**src/rtl/mem_access_ctrl.sv**
```systemverilog
`default_nettype none
// ============================================================================
// Module   : mem_access_ctrl
// Purpose  : MEM-stage load/store controller with valid/ready memory handshake,
//            store lane replication, load byte alignment and timeout.
// Revision : 1.0
// ============================================================================
module mem_access_ctrl #(
  parameter int TIMEOUT_CYC = 16
) (
  input  logic        clk,
  input  logic        rst_n,
  input  logic        i_req_valid,
  input  logic        i_is_load,
  input  logic        i_is_store,
  input  logic [2:0]  i_func3,
  input  logic [31:0] i_addr,
  input  logic [31:0] i_wdata,
  output logic        o_stall,
  output logic        o_resp_valid,
  output logic        o_err,
  output logic [31:0] o_ld_data,
  output logic [2:0]  o_ld_func3,
  output logic        o_mem_req,
  output logic        o_mem_we,
  output logic [31:0] o_mem_addr,
  output logic [31:0] o_mem_wdata,
  output logic [3:0]  o_mem_wstrb,
  input  logic        i_mem_ready,
  input  logic [31:0] i_mem_rdata
);

  localparam int CW = (TIMEOUT_CYC > 1) ? $clog2(TIMEOUT_CYC + 1) : 1;

  typedef enum logic [1:0] {S_IDLE = 2'd0, S_BUSY = 2'd1, S_RESP = 2'd2} state_t;

  state_t        r_state, w_nxt;
  logic [29:0]   r_waddr;
  logic [1:0]    r_off;
  logic [2:0]    r_func3;
  logic          r_we;
  logic [31:0]   r_wdata;
  logic [3:0]    r_wstrb;
  logic [CW-1:0] r_cnt;
  logic [31:0]   r_ld_data;
  logic [2:0]    r_ld_func3;
  logic          r_err;

  logic          w_illegal, w_misal, w_accept, w_reject, w_busy, w_xfer, w_tmo;
  logic [3:0]    w_strb;
  logic [31:0]   w_lane;

  always_comb begin
    w_illegal = (i_func3 == 3'b011) || (i_func3[2:1] == 2'b11) || (i_is_store && i_func3[2]);
    w_misal   = ((i_func3[1:0] == 2'b01) && i_addr[0]) ||
                ((i_func3[1:0] == 2'b10) && (i_addr[1:0] != 2'b00));
    w_accept  = (r_state == S_IDLE) && i_req_valid && !w_illegal && !w_misal;
    w_reject  = (r_state == S_IDLE) && i_req_valid && (w_illegal || w_misal);
    w_busy    = (r_state == S_BUSY);
    w_xfer    = w_busy && i_mem_ready;
    w_tmo     = w_busy && !i_mem_ready && (TIMEOUT_CYC != 0) && (r_cnt == CW'(TIMEOUT_CYC));
  end

  // Store lanes are resolved at acceptance so BUSY drives purely registered values
  always_comb begin
    w_strb = 4'b0000;
    w_lane = i_wdata;
    if (i_is_store) begin
      case (i_func3[1:0])
        2'b00:   begin w_strb = 4'b0001 << i_addr[1:0]; w_lane = {4{i_wdata[7:0]}};  end
        2'b01:   begin w_strb = 4'b0011 << i_addr[1:0]; w_lane = {2{i_wdata[15:0]}}; end
        default: begin w_strb = 4'b1111;                w_lane = i_wdata;            end
      endcase
    end
  end

  always_comb begin
    w_nxt = r_state;
    case (r_state)
      S_IDLE:  if (w_accept) w_nxt = S_BUSY;
      S_BUSY:  begin
        if (w_xfer)     w_nxt = S_RESP;
        else if (w_tmo) w_nxt = S_IDLE;
      end
      S_RESP:  w_nxt = S_IDLE;
      default: w_nxt = S_IDLE;
    endcase
  end

  always_ff @(posedge clk or negedge rst_n) begin
    if (!rst_n) begin
      r_state    <= S_IDLE;
      r_waddr    <= '0;
      r_off      <= '0;
      r_func3    <= '0;
      r_we       <= 1'b0;
      r_wdata    <= '0;
      r_wstrb    <= '0;
      r_cnt      <= '0;
      r_ld_data  <= '0;
      r_ld_func3 <= '0;
      r_err      <= 1'b0;
    end else begin
      r_state <= w_nxt;
      r_err   <= w_reject || w_tmo;
      if (w_accept) begin
        r_waddr <= i_addr[31:2];
        r_off   <= i_addr[1:0];
        r_func3 <= i_func3;
        r_we    <= i_is_store;
        r_wdata <= w_lane;
        r_wstrb <= w_strb;
        r_cnt   <= CW'(1);
      end else if (w_busy) begin
        r_cnt <= r_cnt + CW'(1);
      end
      if (w_xfer && !r_we) begin
        r_ld_data  <= i_mem_rdata >> {r_off, 3'b000};
        r_ld_func3 <= r_func3;
      end
    end
  end

  assign o_stall      = w_accept || w_busy;
  assign o_resp_valid = (r_state == S_RESP);
  assign o_err        = r_err;
  assign o_ld_data    = r_ld_data;
  assign o_ld_func3   = r_ld_func3;
  assign o_mem_req    = w_busy;
  assign o_mem_we     = w_busy && r_we;
  assign o_mem_addr   = w_busy ? {r_waddr, 2'b00} : 32'h0;
  assign o_mem_wdata  = w_busy ? r_wdata : 32'h0;
  assign o_mem_wstrb  = w_busy ? r_wstrb : 4'h0;

endmodule
`default_nettype wire

```
**config.mk**
```make
export PLATFORM = sky130hd
export DESIGN_NAME = mem_access_ctrl
export DESIGN_NICKNAME = d
export VERILOG_FILES = /design/src/rtl/mem_access_ctrl.sv
export SDC_FILE = /design/constraint.sdc
export NUM_CORES = 1
export LEC_CHECK = 0
export CORE_MARGIN = 1.5
export CORE_UTILIZATION = 37
export DETAILED_ROUTE_END_ITERATION = 8
export PLACE_DENSITY_LB_ADDON = 0.25
export SYNTH_ARGS = -nofsm -noshare
export SYNTH_HDL_FRONTEND = slang
export SYNTH_SLANG_ARGS = --single-unit
```
**constraint.sdc**
```tcl
create_clock -name clk -period 5.35 [get_ports clk]
set_input_delay 1.07 -clock clk [delete_from_list [all_inputs] [get_ports clk]]
set_output_delay 1.07 -clock clk [all_outputs]
set_load 0.005 [all_outputs]
```
Word-level counts from Yosys, hierarchy flattened
Index checks and enable logic that the tools add are counted.
{ "word_totals": {"register_bits": 115, "input_bits": 105, "out_inout_bits": 108, "elab_cells": 64} }
{ "classes": {"n_addsub": 1, "n_eq_ne": 9, "shifts": 3, "mux": 13, "reduce_logical": 27} }
{ "ops": {"columns": ["cell", "count"], "rows": [
  ["$mux 32", 3],
  ["$pmux 32 s2", 1],
  ["$shr 32x5->32", 1],
  ["$logic_and 1x1->1", 12],
  ["$mux 5", 2],
  ["$mux 4", 2],
  ["$pmux 4 s2", 1],
  ["$eq 2x2->1 const B", 3],
  ["$logic_or 1x1->1", 6],
  ["$mux 2", 3],
  ["$add 5x1->5 const B", 1],
  ["$eq 5x5->1 const B", 1],
  ["$eq 2x1->1 const B", 2],
  ["$logic_not 1->1", 4],
  ["$logic_not 2->1", 2],
  ["$pmux 2 s2", 1],
  ["$reduce_bool 2->1", 2],
  ["$shl 1x2->4 const A", 1],
  ["$shl 2x2->4 const A", 1],
  ["$eq 3x2->1 const B", 1],
  ["$ne 3x1->1 const B", 1],
  ["$ne 2x2->1 const B", 1],
  ["$reduce_and 2->1", 1]
]} }

Logic depth before layout (Yosys ltp)
{ "depth": {"ltp_word": 8, "depth_mapped": 6} }

Least setup slack after synthesis
No wires, ideal clock.
{ "synth_timing": {"path_kind": "input to output", "start": "input port i_func3[0]", "end": "output port o_stall", "t_arrival_ns": 2.251, "setup_slack_ns": 2.029, "path_stages": 6, "cell_sequence": "buf_6 > or4_4 > a21o_1 > buf_6 > buf_8 > nand2_1"} }
{ "synth_via": {"elab_chain_len": 7, "elab_cells_between_ends": 13, "classes_between": "3 x eq/ne; 10 x reduce/logical"} }
{ "synth_lines": {"columns": ["item", "line_no", "rtl"], "rows": [
  ["start: declaration", "16", "input logic [2:0] i_func3,"],
  ["$eq 3x2->1", "54", "w_illegal = (i_func3 == 3'b011) || (i_func3[2:1] == 2'b11) || (i_is_store && i_func3[2]);"],
  ["$logic_or 1x1->1 (2 in series)", "54", null],
  ["$logic_not 1->1", "57", "w_accept = (r_state == S_IDLE) && i_req_valid && !w_illegal && !w_misal;"],
  ["$logic_and 1x1->1", "57", null],
  ["$logic_and 1x1->1 (*)", "57", null],
  ["$logic_or 1x1->1 (*)", "124", "assign o_stall = w_accept || w_busy;"],
  ["end: declaration", "19", "output logic o_stall,"]
]} }
Every way passes the cells marked *; elsewhere a longest branch is shown, timed or not.

Worst setup path after layout
{ "layout_timing": {"start": "input port i_addr[0]", "end": "output port o_stall"} }
{ "layout_via": {"elab_chain_len": 6, "elab_cells_between_ends": 7, "classes_between": "7 x reduce/logical"} }
{ "layout_lines": {"columns": ["item", "line_no", "rtl"], "rows": [
  ["start: declaration", "17", "input logic [31:0] i_addr,"],
  ["$reduce_bool 2->1", "56", "((i_func3[1:0] == 2'b10) && (i_addr[1:0] != 2'b00));"],
  ["$logic_and 1x1->1", "56", null],
  ["$logic_or 1x1->1 (*)", "55", "w_misal = ((i_func3[1:0] == 2'b01) && i_addr[0]) ||"],
  ["$logic_not 1->1 (*)", "57", null],
  ["$logic_and 1x1->1 (*)", "57", null],
  ["$logic_or 1x1->1 (*)", "124", null]
]} }
Marked as above.

==> flow_metrics.tcl <==
set metrics [dict create \
    max_freq_mhz 246 \
    antenna_found_initial 0 \
    cts_resized 0 \
    finalSetupViolations 0 \
    port_buffers 209 \
    max_slew_margin_pct 31.9 \
    synth_top_area_cell "dfrtp_1" \
    post_cts_buffers 0 \
    ir_drop_mv 0.240 \
    place.gp.congestion 0.770 \
    start_util_pct 38.1 \
    synth-seq-cells 115 \
    hold_class "reg -> reg" \
    start_kind "input pin" \
    yosys.cell_types.count 39 \
    power.leakage_nw 3.65 \
    dp.cells 878 \
    grt_use_met3_pct 7.48 \
    finalMaxSlewViolations 0 \
    worstSetupPathType "in -> out" \
    synth_common_cells "dfrtp_1 (115), mux2_2 (104), and2_1 (64)" \
    maxCapViolations 0 \
    root_buffer "clkbuf_16" \
    outcome "completed" \
    wl_per_cell_um 16.7 \
    cts_tree "yes" \
    multi_input_area_um2 2720 \
    fp.dieArea_um2 16500 \
    rows 45 \
    hold_violations 0 \
    numCtsBuffers 17 \
    path_clk_slew_ps 50 \
    crit_slowest_cell "clkdlybuf4s50_1" \
    syn_area_per_cell_um2 12.0 \
    drive_gt1_share_pct 22.6 \
    cp_data_arrival_time_ps 3000 \
    rsz0062_at_grt "no" \
    seq_area_frac_synth_pct 49.3 \
    io_pins 213 \
    required_ps 4280 \
    place_hpwl_um 10600 \
    synth.top_cell.area_share_pct 49.3 \
    grt_busiest_layer "met2" \
    fin_tns_setup_ps 0 \
    syn_to_final_growth_pct 48.1 \
    worstSetupEndpointType "output pin" \
    grt_pass1_wl_um 23800 \
    routed_wl_um 15200 \
    netlist_area_um2 5830 \
    grt_max_degree 78 \
    power_density_nw_per_um2 434 \
    grt_usage_pct 18.9 \
    met2_usage_pct 30.2 \
    layout.cells.non_filler 910 \
    grt_pass1_vias 4593 \
    antenna_cells 0 \
    cts_num_sinks 115 \
    holdWs_ps 482 \
    final_area_um2 8640 \
    core_um2 15300 \
    nNetsFinal 793 \
    fin_crit_sh_pct 76.1 \
    viasPerCell 4.81 \
    cp_max_fo 8 \
    chipHeight_um 129 \
    ant_nets 0 \
    grt_overflow 0 \
    firstDrtPassIters 4 \
    crit_buf_inv 2 \
    ys.flop_type "dfrtp_1" \
    cpMostUsedCell "clkdlybuf4s50_1" \
    yosysWarnings 0 \
    synth_edf_count 0 \
    die_w_um 129 \
    crit_family "buffers and inverters" \
    place_area_um2 8040 \
    yosysMostFrequentCell "dfrtp_1" \
    drt_iter0_markers 153 \
    use_met1_pct 23.1 \
    clock_latency_ps 410 \
    tightest_slew_ps 1020 \
    yosys-top-cells-area "dfrtp_1 (49%), mux2_2 (20%), and2_1 (6.9%)" \
    cp_cell_sequence "clkdlybuf4s50_1, or4_4, a21o_1, nand2_1, clkdlybuf4s50_1" \
    power_mw 3.75 \
    post-route-min-period_ps 4070 \
    cts_buffer_depth 2 \
    post_synth_inst_count 486 \
    finClkSkew_ps 6.65 \
    drc 0 \
    num-fill-cells 1298 \
    num_vias 4380 \
    cts.htree.levels 4 \
    max_stage_delay_ps 570 \
    async_flop_share_pct 100 \
    regArea_um2 2880 \
    ctsHoldBuffers 0 \
]
## worst register-to-register path: stages, from the launching register on
cell	delay (ps)
dfrtp_1	420
or3b_2	560
a21oi_4	130
buf_4	640
mux2_2	490
## per-stage QoR
step | utilization [%] | worst slack (ps)
6_report | 56.4 | 1280
5_1_grt | 56.4 | 1200
4_1_cts | 56.4 | 1270
3_5_place_dp | 52.5 | 1280
3_3_place_gp | 52.5 | 1270
2_1_floorplan | - | 2030
## area by class of cell
cell class	instances	area share, %
timing repair buffer	217	24.9
clock buffer	22	5.49
clock inverter	10	1.51
inverter	7	0.304
sequential	115	33.3
tap	211	3.06
multi-input combinational	328	31.5
## registers in the layout (all words and copies together), names as in the netlist
name and cells:
r_we 1, o_ld_func3 3, r_cnt 5, o_ld_data 32, r_func3 3, o_err 1
r_wstrb 4, r_waddr 30, r_off 2, r_state 2, r_wdata 32
## per-layer routing
layer | vias up | part of all wire (%)
li1 | 2082 | -
met1 | 2122 | 43
met2 | 157 | 46
met3 | 19 | 8.8
met4 | 0 | 1.8
met5 | - | 0
## worst paths after layout
path,from,end,slack (ps),depth (start not counted)
worst max-delay path,i_addr[0],o_stall,1280,5
worst min-delay path,o_ld_data[9],o_ld_data[9],480,2
worst max register to register,r_state[0],r_waddr[28],2990,4
worst min register to register,o_ld_data[9],o_ld_data[9],480,2
max in group asynchronous,rst_n,r_wdata[9],3380,2
min in group asynchronous,rst_n,r_waddr[24],840,1
## placed cells by master, fill, tap and decap left out, types with 5 or more instances in the layout
cell             instances
clkdlybuf4s50_1        208
dfrtp_1                115
mux2_2                 104
and2_1                  64
nand2_1                 38
mux2i_1                 35
o21ai_0                 21
clkbuf_16               17
buf_4                    9
nor2_1                   8
mux2_4                   8
o31ai_1                  8
a2bb2oi_1                8
inv_1                    7
clkinv_2                 5
## power breakdown
group          switching (mW)  internal [mW]  total, mW
sequential              0.166           1.20       1.37
combinational           0.457          0.772       1.23
clock                   0.393          0.765       1.16
## cells by family after synthesis
logic type	synth area share, %
compound gates	5.62
fa+ha+maj	0.429
buf+inv	4.22
xor+xnor	0.150
other cells	0.0643
simple gates	12.1
mux	28.1
flops	49.3
(Power assumes the default switching activity.)
